$ cat config.mk
export PLATFORM = sky130hd
export DESIGN_NAME = noc_tx_packetizer_flat
export DESIGN_NICKNAME = d
export VERILOG_FILES = /design/src/rtl/noc_tx_packetizer_if.sv /design/src/rtl/noc_tx_packetizer.sv /design/src/flat_wrapper.sv
export SDC_FILE = /design/constraint.sdc
export NUM_CORES = 1
export LEC_CHECK = 0
export CAP_MARGIN = 20
export CORE_ASPECT_RATIO = 2
export CORE_MARGIN = 2
export CORE_UTILIZATION = 30
export CTS_BUF_LIST = sky130_fd_sc_hd__clkbuf_16
export DETAILED_ROUTE_END_ITERATION = 7
export SYNTH_ARGS = -nofsm -noshare
export SYNTH_HDL_FRONTEND = slang
export SYNTH_SLANG_ARGS = --single-unit
$ cat constraint.sdc
create_clock -name clk -period 1.9 [get_ports clk]
set_input_delay 0.285 -clock clk [delete_from_list [all_inputs] [get_ports clk]]
set_output_delay 0.285 -clock clk [all_outputs]
set_load 0.01 [all_outputs]
$ cat src/rtl/noc_tx_packetizer_if.sv
// PE-side word handshake plus the router-side 4-phase bundled-data channel
// of the NoC transmit packetizer.
interface noc_tx_packetizer_if #(
    parameter int unsigned WIDTH = 9
);
    logic             pe_valid;
    logic             pe_ready;
    logic [3:0]       pe_dest;
    logic [3:0]       pe_data;
    logic             out_req;
    logic [WIDTH-1:0] out_data;
    logic             out_ack;

    modport master (
        output pe_valid, pe_dest, pe_data, out_ack,
        input  pe_ready, out_req, out_data
    );

    modport slave (
        input  pe_valid, pe_dest, pe_data, out_ack,
        output pe_ready, out_req, out_data
    );
endinterface

$ cat src/rtl/noc_tx_packetizer.sv
// Buffers PE dest/payload words, forms parity-protected packets and sends
// them over a 4-phase req/ack channel with a synchronized returning ack.
module noc_tx_packetizer #(
    parameter int unsigned WIDTH = 9,
    parameter int unsigned DEPTH = 4,
    parameter int unsigned CNT_W = 8
) (
    input  logic                 clk,
    input  logic                 reset,
    noc_tx_packetizer_if.slave   bus,
    output logic                 busy,
    output logic [CNT_W-1:0]     sent_count
);
    localparam int unsigned PTR_W = $clog2(DEPTH);
    localparam int unsigned AW    = PTR_W + 1;

    typedef enum logic [1:0] {
        IDLE    = 2'd0,
        SETUP   = 2'd1,
        REQ     = 2'd2,
        RELEASE = 2'd3
    } state_t;

    state_t           state;
    logic [WIDTH-1:0] mem [DEPTH];
    logic [AW-1:0]    wr_ptr;
    logic [AW-1:0]    rd_ptr;
    logic             fifo_empty;
    logic             fifo_full;
    logic             push;
    logic             pop;
    logic [WIDTH-1:0] wr_pkt;
    logic             ack_meta;
    logic             ack_s;
    logic             req_q;
    logic [WIDTH-1:0] data_q;

    // Extra pointer MSB separates full from empty when the index bits match.
    assign fifo_empty = (wr_ptr == rd_ptr);
    assign fifo_full  = (wr_ptr[PTR_W] != rd_ptr[PTR_W]) &&
                        (wr_ptr[PTR_W-1:0] == rd_ptr[PTR_W-1:0]);
    assign push       = bus.pe_valid & ~fifo_full;
    assign pop        = (state == IDLE) & ~fifo_empty;
    assign wr_pkt     = WIDTH'({bus.pe_dest, bus.pe_data, ^{bus.pe_dest, bus.pe_data}});

    assign bus.pe_ready = ~fifo_full;
    assign bus.out_req  = req_q;
    assign bus.out_data = data_q;
    assign busy         = (state != IDLE) | ~fifo_empty;

    always_ff @(posedge clk) begin
        if (push) begin
            mem[wr_ptr[PTR_W-1:0]] <= wr_pkt;
        end
    end

    always_ff @(posedge clk or posedge reset) begin
        if (reset) begin
            wr_ptr <= '0;
            rd_ptr <= '0;
        end else begin
            if (push) wr_ptr <= wr_ptr + AW'(1);
            if (pop)  rd_ptr <= rd_ptr + AW'(1);
        end
    end

    // Two-flop synchronizer; the FSM only ever looks at ack_s.
    always_ff @(posedge clk or posedge reset) begin
        if (reset) begin
            ack_meta <= 1'b0;
            ack_s    <= 1'b0;
        end else begin
            ack_meta <= bus.out_ack;
            ack_s    <= ack_meta;
        end
    end

    // Ack levels other than the one each state waits for are ignored.
    always_ff @(posedge clk or posedge reset) begin
        if (reset) begin
            state      <= IDLE;
            req_q      <= 1'b0;
            data_q     <= '0;
            sent_count <= '0;
        end else begin
            case (state)
                IDLE: begin
                    if (!fifo_empty) begin
                        data_q <= mem[rd_ptr[PTR_W-1:0]];
                        state  <= SETUP;
                    end
                end
                SETUP: begin
                    req_q <= 1'b1;
                    state <= REQ;
                end
                REQ: begin
                    if (ack_s) begin
                        req_q <= 1'b0;
                        state <= RELEASE;
                    end
                end
                RELEASE: begin
                    if (!ack_s) begin
                        sent_count <= sent_count + CNT_W'(1);
                        state      <= IDLE;
                    end
                end
                default: state <= IDLE;
            endcase
        end
    end
endmodule

$ cat src/flat_wrapper.sv
// flat-port wrapper written by rule: the top's interface ports become plain ports
module noc_tx_packetizer_flat 
#(
    parameter int unsigned WIDTH = 9,
    parameter int unsigned DEPTH = 4,
    parameter int unsigned CNT_W = 8
)
  (clk, reset, busy, sent_count, bus_pe_valid, bus_pe_dest, bus_pe_data, bus_out_ack, bus_pe_ready, bus_out_req, bus_out_data);
  noc_tx_packetizer_if #(.WIDTH(WIDTH)) bus_i ();
  input  logic clk;
  input  logic reset;
  output logic busy;
  output logic [CNT_W-1:0] sent_count;
  input wire logic [$bits(bus_i.pe_valid)-1:0] bus_pe_valid;
  input wire logic [$bits(bus_i.pe_dest)-1:0] bus_pe_dest;
  input wire logic [$bits(bus_i.pe_data)-1:0] bus_pe_data;
  input wire logic [$bits(bus_i.out_ack)-1:0] bus_out_ack;
  output wire logic [$bits(bus_i.pe_ready)-1:0] bus_pe_ready;
  output wire logic [$bits(bus_i.out_req)-1:0] bus_out_req;
  output wire logic [$bits(bus_i.out_data)-1:0] bus_out_data;
  assign bus_i.pe_valid = bus_pe_valid;
  assign bus_i.pe_dest = bus_pe_dest;
  assign bus_i.pe_data = bus_pe_data;
  assign bus_i.out_ack = bus_out_ack;
  assign bus_pe_ready = bus_i.pe_ready;
  assign bus_out_req = bus_i.out_req;
  assign bus_out_data = bus_i.out_data;
  noc_tx_packetizer #(.WIDTH(WIDTH), .DEPTH(DEPTH), .CNT_W(CNT_W)) u_core (.clk(clk), .reset(reset), .bus(bus_i), .busy(busy), .sent_count(sent_count));
endmodule
==> results.py <==
metrics = {
    "run_status": {
        "outcome": "finished clean",
    },
    "routing": {
        "drt-initial-drc-count": 57,
        "avgViaCountPerCell": 4.58,
        "detail_route.wl_per_cell_um": 15.2,
        "route.final.wire_length_um": 4780,
        "detailedRoute.firstPassIterationCount": 4,
        "postRouteAntennaNets": 0,
        "route.detailed.drc": 0,
        "num_vias": 1443,
    },
    "global_route": {
        "antenna_found_initial": 0,
        "groute.usage.overall_pct": 11.3,
        "grt_start_max_net_pins": 29,
        "vias_in_the_first_global_route": 1604,
        "grt.overflow.total": 0,
        "grt_first_pass_wirelength_um": 8050,
    },
    "floorplan": {
        "top_level_ports": 32,
        "die_area_mm2": 0.00993,
        "die-height_um": 139,
        "placeableCoreArea_mm2": 0.00889,
        "die-width_um": 71.5,
        "start_util_pct": 30.7,
        "row_count": 49,
    },
    "synthesis": {
        "synth-seq-cells": 64,
        "synth_enable_flop_cells": 36,
        "synthCells": 158,
        "post_synth.cell_area_avg_um2": 17.3,
        "synth_area_mm2": 0.00273,
        "sequential_cell_area_fraction_in_the_yosys_report_pct": 65.3,
        "synth.lib_cells_used.distinct": 30,
        "synth-async-reset-ratio_pct": 43.8,
        "synth.yosys.warnings": 0,
        "postSynthNetCount": 180,
        "postSynth.topFlopCell": "sky130_fd_sc_hd__edfxtp_1",
    },
    "cts": {
        "worst_skew_late_latency_ps": 330,
        "max-clock-path-buffers": 2,
        "clkSinkCount": 64,
        "post_cts_hold_buffer_count": 0,
        "cts-buffers-inserted": 9,
        "htree_num_levels": 3,
        "tritoncts_clock_tree": "yes",
        "clkSlewWorstSetupHoldPaths_ps": 60,
        "cts_root_buf": "sky130_fd_sc_hd__clkbuf_16",
    },
    "timing": {
        "period_minus_ws_final_ps": 1780,
        "hold_violations": 0,
        "fin_setup_tns_ps": 0,
        "final_min_period_over_clock_period_pct": 93.9,
        "grt_setup_unrepaired": "no",
        "maximum_clock_skew_at_final_layout_ps": 4.68,
        "pins_over_their_slew_limit": 0,
        "setup_violations": 0,
        "holdWs_ps": 313,
        "tightestPinTransition_ps": 388,
        "timing.slew.headroom_pct": 73.8,
        "max_freq_mhz": 561,
    },
    "critical_path": {
        "worst-endpoint-arrival_ps": 1500,
        "critPathKind": "flop to output pin",
        "critical_path.endpoint_type": "output pin",
        "start_kind": "flop",
        "crit_path_required_time_ps": 1620,
        "worst-path-max-fanout": 5,
    },
    "placed_design": {
        "routabilityCongestion": 0.770,
        "place.detailed.hpwl_um": 3340,
        "port_buffer_count": 31,
    },
    "power_and_ir_drop": {
        "power_density_mw_per_mm2": 1770,
        "p_leak_nw": 1.44,
        "ir_drop_uv": 565,
    },
    "finish": {
        "nFillCells": 815,
        "share_of_final_layout_standard_cells_stronger_than_drive_strength_1_pct": 26.8,
        "layout_commonest_cell": "sky130_fd_sc_hd__edfxtp_1",
        "diodes": 0,
        "nets": 230,
        "area_delta_synth_final_pct": 33.7,
        "final_cell_mix": "sky130_fd_sc_hd__edfxtp_1, sky130_fd_sc_hd__clkdlybuf4s50_1, sky130_fd_sc_hd__dfrtp_1, sky130_fd_sc_hd__xor2_1, sky130_fd_sc_hd__xnor2_1",
    },
    "min_path": {
        "timing.hold.worst.class": "input pin to asynchronous set/reset pin",
    },
    "job": {
        "maxCapViolations": 0,
    },
}
## state kept, by name, indices dropped and copies added, names as in the netlist
name,cells
u_core.mem,36
u_core.bus.out_data,9
u_core.sent_count,8
u_core.ack_meta,1
u_core.wr_ptr,3
u_core.rd_ptr,3
u_core.state,2
u_core.bus.out_req,1
u_core.ack_s,1
## final cells by class
type	instances	area (um^2)	area share [%]
sequential	64	1790	48.9
inverter	6	22.5	0.617
tap	102	128	3.50
clock buffer	9	225	6.17
timing repair buffer	42	444	12.2
clock inverter	7	101	2.78
multi-input combinational	85	943	25.8
## through the flow
| step | std cells | cell area, um^2 | power (mW) | worst slack, ps | utilization (%) |
|---|---|---|---|---|---|
| finish | 315 | 3650 | 6.47 | 116 | 41.1 |
| global route | 315 | 3650 | 6.88 | 14.9 | 41.1 |
| CTS | 314 | 3630 | 6.51 | 4.51 | 40.8 |
| detailed placement | 296 | 3250 | 4.56 | 201 | 36.6 |
| global placement | 296 | 3250 | 4.54 | 198 | 36.6 |
| floorplan | 158 | 2730 | 3.68 | 244 | - |
## power breakdown
part / leakage [nW] / switching, mW / internal [mW]
logic: 0.628 / 1.00 / 1.43
clock network: 0.153 / 0.618 / 1.16
registers: 0.663 / 0.304 / 1.95
total: 1.44 / 1.93 / 4.54
## per-layer routing
metal  GRT usage [%]  vias to the layer above  share of wire [%]
li1                -                      686                  -
met1            10.9                      716                 37
met2            19.0                       30                 56
met3            4.58                       11                4.7
met4            7.45                        0                3.1
met5               0                        -                  0
## logic make-up (layout without fill, tap and decap cells)
family,after synthesis,count (layout),share of synthesized area [%]
and+or+nand+nor,20,20,3.58
buffers and inverters,9,64,1.79
xor gates and xnor gates,24,24,7.70
adders and majority gates,10,10,4.58
AOI/OAI and AO/OA,8,8,2.38
DFF,64,64,65.3
muxes,23,23,14.7
## worst max-delay path, cell delays in order, from the launching register on
cell and delay (ps):
sky130_fd_sc_hd__dfrtp_2 450, sky130_fd_sc_hd__xnor2_2 190, sky130_fd_sc_hd__buf_4 150, sky130_fd_sc_hd__nand4_1 80, sky130_fd_sc_hd__dlygate4sd2_1 290
## repair_timing
item | in CTS | in global routing
buffers inserted | 2 | 1
endpoints found under the setup margin | 2 | 1
gates resized for setup | 8 | 4
hold endpoints to repair | 0 | 0
pin swaps | 2 | 1
## final timing paths
check	startpoint	depth (start not counted)	end	slack, ps
worst max register to register	u_core.wr_ptr[1]$_DFFE_PP0N_	5	u_core.mem[1][4]$_DFFE_PP_	130
worst max-delay path	u_core.wr_ptr[0]$_DFFE_PP0N_	4	busy	120
worst min register to register	u_core.ack_meta$_DFF_PP0_	0	u_core.ack_s$_DFF_PP0_	350
max in group asynchronous	reset	3	u_core.wr_ptr[1]$_DFFE_PP0N_	1280
worst min-delay path	reset	3	u_core.bus.out_data[4]$_DFFE_PP0P_	310
min in group clk	u_core.ack_meta$_DFF_PP0_	0	u_core.ack_s$_DFF_PP0_	350
## cell usage after synthesis, types with 2 or more instances
cell | n | area share [%]
sky130_fd_sc_hd__and2_1 | 3 | 0.69
sky130_fd_sc_hd__buf_6 | 2 | 0.82
sky130_fd_sc_hd__inv_1 | 6 | 0.82
sky130_fd_sc_hd__mux4_2 | 7 | 5.8
sky130_fd_sc_hd__mux2_4 | 9 | 4.9
sky130_fd_sc_hd__ha_1 | 10 | 4.6
sky130_fd_sc_hd__nor2_1 | 3 | 0.41
sky130_fd_sc_hd__xor2_1 | 11 | 3.5
sky130_fd_sc_hd__mux2_2 | 4 | 1.6
sky130_fd_sc_hd__xnor2_1 | 13 | 4.2
sky130_fd_sc_hd__nor3_1 | 2 | 0.37
sky130_fd_sc_hd__mux4_1 | 2 | 1.9
sky130_fd_sc_hd__nand2_1 | 7 | 0.96
sky130_fd_sc_hd__dfrtp_1 | 28 | 26
sky130_fd_sc_hd__edfxtp_1 | 36 | 40
No activity file was read; power rests on OpenSTA's default activity.
